===== src/rtl/logic_pipe.sv =====
// logic_pipe: valid/ready pipelined bitwise logic unit (WIDTH-bit operands, STAGES-deep register chain).
// Define LOGIC_PIPE_PARITY_EN to add a parity output carried alongside each result.
module logic_pipe #(
  parameter int WIDTH  = 16,
  parameter int STAGES = 4
) (
  input  logic                        clkpos,
  input  logic                        rst_n,
  input  logic                        in_valid,
  output logic                        in_ready,
  input  logic [2:0]                  op,
  input  logic [WIDTH-1:0]            a,
  input  logic [WIDTH-1:0]            b,
  output logic                        out_valid,
  input  logic                        out_ready,
  output logic [WIDTH-1:0]            result,
  output logic                        zero,
  output logic [$clog2(STAGES+1)-1:0] occupancy
`ifdef LOGIC_PIPE_PARITY_EN
  ,
  output logic                        parity
`endif
);

  localparam int OCC_W = $clog2(STAGES+1);

  function automatic logic [WIDTH-1:0] logic_op(
    input logic [2:0]       sel,
    input logic [WIDTH-1:0] x,
    input logic [WIDTH-1:0] y
  );
    logic [WIDTH-1:0] r;
    case (sel)
      3'd0:    r = x & y;
      3'd1:    r = x | y;
      3'd2:    r = x ^ y;
      3'd3:    r = ~(x & y);
      3'd4:    r = ~(x | y);
      3'd5:    r = ~(x ^ y);
      3'd6:    r = x & ~y;
      3'd7:    r = x;
      default: r = {WIDTH{1'b0}};
    endcase
    return r;
  endfunction

  logic [STAGES-1:0] v_r;
  logic [WIDTH-1:0]  data_r [STAGES];
  logic [STAGES-1:0] zero_r;
  logic [OCC_W-1:0]  occ_r;
  logic [STAGES-1:0] move_s;
  logic              accept_s;
  logic              emit_s;
  logic [WIDTH-1:0]  op_res_s;

  assign op_res_s = logic_op(op, a, b);

  // Stage i may move when any stage at or beyond i is empty, or the output is being taken.
  always_comb begin
    logic chain_s;
    move_s  = {STAGES{1'b0}};
    chain_s = out_ready;
    for (int i = STAGES - 1; i >= 0; i--) begin
      chain_s   = chain_s | ~v_r[i];
      move_s[i] = chain_s;
    end
  end

  assign in_ready = move_s[0];
  assign accept_s = in_valid & move_s[0];
  assign emit_s   = v_r[STAGES-1] & out_ready;

  // Pipeline advance: a moving stage takes its predecessor's contents; stage 0 takes the new result.
  always_ff @(posedge clkpos or negedge rst_n) begin
    if (!rst_n) begin
      v_r    <= {STAGES{1'b0}};
      zero_r <= {STAGES{1'b0}};
      for (int i = 0; i < STAGES; i++) begin
        data_r[i] <= {WIDTH{1'b0}};
      end
    end else begin
      if (move_s[0]) begin
        v_r[0]    <= accept_s;
        data_r[0] <= op_res_s;
        zero_r[0] <= (op_res_s == {WIDTH{1'b0}});
      end
      for (int i = 1; i < STAGES; i++) begin
        if (move_s[i]) begin
          v_r[i]    <= v_r[i-1];
          data_r[i] <= data_r[i-1];
          zero_r[i] <= zero_r[i-1];
        end
      end
    end
  end

  // Occupancy tracks accepts minus emits; simultaneous accept and emit leave it unchanged.
  always_ff @(posedge clkpos or negedge rst_n) begin
    if (!rst_n) begin
      occ_r <= {OCC_W{1'b0}};
    end else begin
      case ({accept_s, emit_s})
        2'b10:   occ_r <= occ_r + OCC_W'(1'b1);
        2'b01:   occ_r <= occ_r - OCC_W'(1'b1);
        default: occ_r <= occ_r;
      endcase
    end
  end

  assign out_valid = v_r[STAGES-1];
  assign result    = data_r[STAGES-1];
  assign zero      = zero_r[STAGES-1];
  assign occupancy = occ_r;

`ifdef LOGIC_PIPE_PARITY_EN
  function automatic logic calc_parity(input logic [WIDTH-1:0] x);
    return ^x;
  endfunction

  logic [STAGES-1:0] par_r;

  // Parity is formed at entry and travels with its data word.
  always_ff @(posedge clkpos or negedge rst_n) begin
    if (!rst_n) begin
      par_r <= {STAGES{1'b0}};
    end else begin
      if (move_s[0]) begin
        par_r[0] <= calc_parity(op_res_s);
      end
      for (int i = 1; i < STAGES; i++) begin
        if (move_s[i]) begin
          par_r[i] <= par_r[i-1];
        end
      end
    end
  end

  assign parity = par_r[STAGES-1];
`endif

endmodule


===== config.mk =====
export PLATFORM = sky130hd
export DESIGN_NAME = logic_pipe
export DESIGN_NICKNAME = d
export VERILOG_FILES = /design/src/rtl/logic_pipe.sv
export SDC_FILE = /design/constraint.sdc
export NUM_CORES = 1
export LEC_CHECK = 0
export CAP_MARGIN = 20
export CORE_MARGIN = 1
export CORE_UTILIZATION = 35
export CTS_BUF_LIST = sky130_fd_sc_hd__clkbuf_8
export DETAILED_ROUTE_END_ITERATION = 8
export SKIP_LAST_GASP = 1
export SYNTH_ARGS = -nofsm -noshare
export SYNTH_HDL_FRONTEND = slang
export SYNTH_SLANG_ARGS = --single-unit

===== constraint.sdc =====
create_clock -name clkpos -period 2.2 [get_ports clkpos]
set_clock_uncertainty 0.15 [all_clocks]
set_input_delay 0.22 -clock clkpos [delete_from_list [all_inputs] [get_ports clkpos]]
set_output_delay 0.22 -clock clkpos [all_outputs]
set_load 0.02 [all_outputs]

==> metrics.txt, run 1 <==
Max Fclk 461 MHz; syn_nets ~570; site row count 42; area grow syn2layout 30.9%; CTS tree done; Min Hold Slack 233 ps; Worst VDD drop 0.000334 V; FFs w/ async S/R, synth 100%; die height 120 um; Sw Share between 30% and 40%; simple-gate share of the synthesized area 12.6%; Net Sw Power 1.36 mW; first-pass detailed-route iteration total 4; Pwr per Cell Area 691 mW/mm^2; Core Region ~0.013 sq mm; Post-Syn Area 0.00488 sq mm; worst r2r path cells 10; Req. time, crit path 2310 ps; Seq/Total Area, Yosys between 30 and 40%; vias per cell between 4 and 5; max_slew headroom between 60% and 70%; GRT Util Overall 14.9%; first-pass GRT wire length around 17000 um; clock latency on the worst-skew pair 330 ps; met2 Track Usage GR 23.5%; Final period util 98.5%; Clock H-tree levels 3; post-synth top area share around 38%; Worst setup SP type primary input; M1 GR Usage 20.8%; Comb power frac between 30 and 40%; Clk pwr share between 10% and 20%; final setup vio count 0; DRT Wirelength 10100 um; Starting Density 36.4%; number of fill cells in the layout approximately 1300; status complete, no violations; DP Area 0.00609 sq mm; Port Buffer Count 60; CTS clock-pin slew for the worst setup and hold paths approximately 70 ps; gp weighted congestion 0.760; initial antenna violation count 0; Remaining Overflow, GRT 0; crit path time final ~2200 ps; IO Pins 61; CP Max Fanout 2; Hold Crit Class in2async; root buffer cell clkbuf_8; complex-gate fraction of the synthesized area 11.1%; largest area contributor in the netlist dfrtp_1; vias in the first global route around 3700; main combinational cell family by area after synthesis multiplexers; share of cells above drive strength 1 between 30% and 40%; via count 3753; max_cap viols 0; met3 usage 2.28%; gr busiest metal met2; Bufs on Longest Clock Path 2; TritonCTS buffer count 9; RSZ-0062 raised after global routing yes; drt drc 0; Post-Syn Area per Cell 10.1 sq um; reg2reg setup slack 270 ps; post-synth cell types 52; die area 0.0144 sq mm; clock sink total 75; CP endpoint kind register; Reg power frac around 44%; Synth Area in Adders around an eighth; Post-synth EDFFs 0; largest net degree at the start of global routing 56; r2r startpoint v_r[3]$_DFFE_PN0P_; Syn Inst Count 482; synthesized flop and latch total between 70 and 80; cell internal pwr 3.05 mW; multiplexer share of the synthesized area 16.1%; dpl hpwl 7840 um; initial drt markers 162; Design Area, Final 0.00638 sq mm; leak pwr approximately 3.1 nW; critical path type in2reg; Post-Synth XOR/XNOR Area 0.539%; Crit path arrival time roughly 2300 ps; Slew @ Worst Pin 492 ps; Area contributors post-synth dfrtp_1 (38%), mux2_2 (13%), ha_1 (13%); final core occ between 40% and 50%; Yosys Warn Count 0; Synth Flop Type dfrtp_1; Final Hold Vio Count 0; routed length per instance 13.1 um; diodes inserted 0; R2R Path End occupancy[2]$_DFFE_PN0P_; overall power 4.41 mW; Chip Width between 100 and 150 um; Detail Route Antenna Nets 0; Nets approximately 700; max-slew violation count 0
[metal layers]
layer | wire length, um | share of wire (%)
met3 | 406 | 4.0
met5 | 0 | 0
met2 | 4570 | 45
met1 | 5040 | 50
met4 | 104 | 1.0
[Yosys cell counts (all sizes together), types with 2 or more instances]
master / n
a211oi: 3
a21o: 3
a21oi: 17
a311oi: 3
a31oi: 2
a32oi: 7
and2: 4
and3: 2
and3b: 5
buf: 27
clkbuf: 15
dfrtp: 75
ha: 49
inv: 41
mux2: 59
mux2i: 10
nand2: 42
nand2b: 19
nand3: 4
nand3b: 3
nand4: 2
nor2: 22
nor2b: 8
nor3: 3
o211ai: 5
o21ai: 19
o221ai: 5
o31ai: 4
o32ai: 4
or2: 6
xor2: 2
[worst max path at each step]
stage | startpoint | to | slack [ps] | depth (start not counted)
floorplan | v_r[3]$_DFFE_PN0P_ | occupancy[2]$_DFFE_PN0P_ | 10 | 12
global placement | op[1] | zero_r[0]$_DFFE_PN0N_ | -470 | 8
detailed placement | op[1] | zero_r[0]$_DFFE_PN0N_ | -450 | 8
CTS | a[14] | zero_r[0]$_DFFE_PN0N_ | 7 | 9
global route | b[9] | zero_r[0]$_DFFE_PN0N_ | -10 | 8
finish | b[9] | zero_r[0]$_DFFE_PN0N_ | 30 | 8
[cell type report]
cell class	instances	area (sq um)	share of cell area (%)
Timing Repair Buffer	143	1270	19.9
Sequential cell	75	1880	29.4
Tap cell	176	220	3.45
Inverter	41	154	2.41
Multi-Input combinational cell	324	2710	42.4
Clock buffer	10	138	2.16
Clock inverter	5	22.5	0.353
[registers in the layout, indices dropped and copies added, names as in the netlist]
name / count
data_r: 48
occupancy: 3
result: 16
v_r: 4
zero_r: 4
[cells in the final DEF (no fill, tap or decap), types with 16 or more instances in the layout]
cell type and n:
a21oi_1 17, buf_4 79, clkdlybuf4s50_1 46, dfrtp_1 74, ha_1 45, inv_1 35
mux2_2 57, nand2_1 41, nand2b_1 19, nor2_1 21, o21ai_0 16
[worst max-delay path: stages]
cell	delay (ps)
clkdlybuf4s50_1	500
inv_2	60
ha_1	190
a32o_2	270
a311oi_2	270
o22ai_2	120
or4_1	530
o21ai_1	120
[power by group through the flow]
stage / logic, mW / clock network (mW) / registers, mW
2_1_floorplan: 1.04 / 0 / 1.94
3_3_place_gp: 1.53 / 0 / 1.97
3_5_place_dp: 1.56 / 0 / 1.99
4_1_cts: 1.58 / 0.903 / 1.96
5_1_grt: 1.74 / 0.962 / 2.01
6_report: 1.59 / 0.872 / 1.96
[kinds of logic after synthesis]
kind of cell	Yosys count
AOI/OAI and AO/OA	79
xor gates and xnor gates	3
adders and majority gates	50
muxes	70
DFF	75
and+or+nand+nor	122
buffers and inverters	83
[per-stage QoR]
stage	setup slack (ps)	std cells	TNS [ps]
floorplan	12.9	482	0
global placement	-473	755	-2000
detailed placement	-449	755	-2110
CTS	6.69	771	0
global route	-10.6	774	-10.6
finish	32.3	774	0
[timing repair]
item,in CTS,in global routing
endpoints found under the setup margin,1,2
setup buffers,0,3
hold buffers,1,0
pin swaps,2,11
hold endpoints to repair,20,0
resized for setup,6,23
cloned,0,0
No activity file was read; power rests on OpenSTA's default activity.
==> inputs of run 2 (changes only) <==
TNS_END_PERCENT = 1   (was unset)
==> results of run 2 <==
Same layout as run 1: the final DEF is identical, and so are final timing and power.
==> inputs of run 3 (changes only) <==
CELL_PAD_IN_SITES_DETAIL_PLACEMENT = 2   (was unset)
CELL_PAD_IN_SITES_GLOBAL_PLACEMENT = 2   (was unset)
CORE_UTILIZATION = 33   (was 35)
CTS_BUF_LIST = sky130_fd_sc_hd__clkbuf_2   (was sky130_fd_sc_hd__clkbuf_8)
PLACE_DENSITY_LB_ADDON = 0.1   (was unset)
==> run 3 against run 2 <==
Die area grew 6.0%; flip-flop and latch count is the same; power shrank 3.7%; sequential power is essentially flat; critical path type is now reg2out; largest cell class unchanged; global-route usage grew 2.8 points; critical endpoint is now in_ready; clock-buffer cell count is the same.
==> metrics.txt, run 3 (synthesized netlist as in run 1, its figures left out) <==
initial antenna violation count 0; max_slew headroom 71.8%; cell family with most CP delay buffers and inverters; CP Cell Sequence nand3b_1, nor2_4, inv_2, buf_4, dlygate4sd2_1; Worst setup SP type register; Clock H-tree levels 3; TritonCTS buffer count 9; IO Pins between 60 and 70; share of cells above drive strength 1 28.7%; critical path type reg2out; multi-input logic area 0.00264 sq mm; Reg power frac between 40 and 50%; vias in the first global route 4164; Chip Width 124 um; Core Region 0.0145 sq mm; Crit path arrival time 1720 ps; via count 3870; most common cell after layout, fill and taps aside buf_4; Req. time, crit path 1830 ps; Crit path largest cell delay 420 ps; status complete, no violations; first-pass detailed-route iteration total 5; Port Buffer Count 60; register area 0.00188 sq mm; Starting Density 33.7%; clock latency on the worst-skew pair 510 ps; Remaining Overflow, GRT 0; Worst VDD drop ~0.00027 V; routed length per instance 15.9 um; die area 0.0153 sq mm; Pwr per Cell Area a little under 700 mW/mm^2; Comb power frac 37.9%; largest net degree at the start of global routing 39; Slew @ Worst Pin 423 ps; Max Fclk 480 MHz; area grow syn2layout 28.3%; Bufs on Longest Clock Path 2; dpl hpwl 10200 um; Sw Share 32.6%; CTS clock-pin slew for the worst setup and hold paths 170 ps; commonest non-fill, non-tap cells in the layout buf_4 (81), dfrtp_1 (74), mux2_2 (57), clkdlybuf4s50_1 (57), ha_1 (48); clock sink total 75; max_cap viols 0; Final period util 94.8%; Nets 685; gp weighted congestion 0.788; initial drt markers 143; max reg flops 48; CP Max Fanout 4; Detail Route Antenna Nets 0; most flop-heavy register data_r; die height between 100 and 150 um; GRT Util Overall between 10% and 20%; DRT Wirelength 12500 um; final setup vio count 0; vias per cell 4.94; max-slew violation count 0; final core occ 43.2%; Setup Fix Bufs, Post-CTS 0; Net Sw Power 1.39 mW; Final Hold Vio Count 0; root buffer cell clkbuf_2; diodes inserted 0; placed cell count 766; drt drc 0; CP endpoint kind primary output; Clk pwr share 16.2%; crit path time final 2090 ps; RSZ-0062 raised after global routing yes; CTS tree done; site row count 44; cell internal pwr 2.86 mW; leak pwr 2.94 nW; number of fill cells in the layout 1570; first-pass GRT wire length 20600 um; Hold Crit Class in2reg; critical path's slowest cell dfrtp_2; Bufs and invs on worst path 3; fin cells 783
[run 3: layout make-up]
class	count	area share, %
clock buffer	10	0.800
tap	184	3.68
clock inverter	4	0.700
multi-input combinational	324	42.1
inverter	41	2.46
sequential	75	30.0
timing repair buffer	145	20.2
[run 3: worst paths after layout]
check                      slack [ps]                        to                startpoint  cells after the start
max                               110                  in_ready        v_r[3]$_DFFE_PN0P_                      5
min                               200        v_r[0]$_DFFE_PN0N_                  in_valid                      2
max reg2reg                       190  occupancy[2]$_DFFE_PN0P_        v_r[3]$_DFFE_PN0P_                     10
min reg2reg                       330  occupancy[2]$_DFFE_PN0P_  occupancy[2]$_DFFE_PN0P_                      1
max in group asynchronous         220    result[13]$_DFFE_PN0P_                     rst_n                      4
min in group asynchronous         550    data_r[41]$_DFFE_PN0P_                     rst_n                      3
[run 3: per-stage QoR]
stage	worst slack, ps	hold WS, ps	power, mW	setup TNS (ps)	instance area, sq um
6_report	115	203	4.25	0	6250
5_1_grt	-30.5	167	4.55	-30.5	6250
4_1_cts	17.7	141	4.34	0	6250
3_5_place_dp	-482	70.8	3.63	-1990	6120
3_3_place_gp	-420	71.8	3.52	-1470	6120
2_1_floorplan	12.9	-226	2.98	0	4920
[run 3: routing by layer]
metal	track usage, %	wire (um)	up-vias
li1	-	-	1871
met1	20.4	5410	1910
met2	32.8	6560	70
met3	2.35	261	19
met4	6.63	246	0
met5	0	0	-
[run 3: repair_timing]
action,4_1_cts,5_1_grt
endpoints found under the hold margin,75,0
gates resized for setup,1,1
pin swaps,0,0
hold buffers,3,0
cloned,0,0
endpoints found under the setup margin,1,2
[run 3: power by group through the flow]
stage               clock, mW  sequential, mW  combinational, mW
CTS                     0.728            1.97               1.64
global route            0.772            2.01               1.77
floorplan                   0            1.94               1.04
global placement            0            1.96               1.55
finish                  0.689            1.95               1.61
detailed placement          0            2.00               1.63
[run 3: worst reg2reg max path: stages, from the launching register on]
cell,delay (ps)
dfrtp_2,420
nand3b_1,150
nor2_4,130
inv_2,60
nand2_2,90
ha_4,130
inv_2,40
fa_2,340
xor2_1,150
nor2_1,130
xor2_1,150
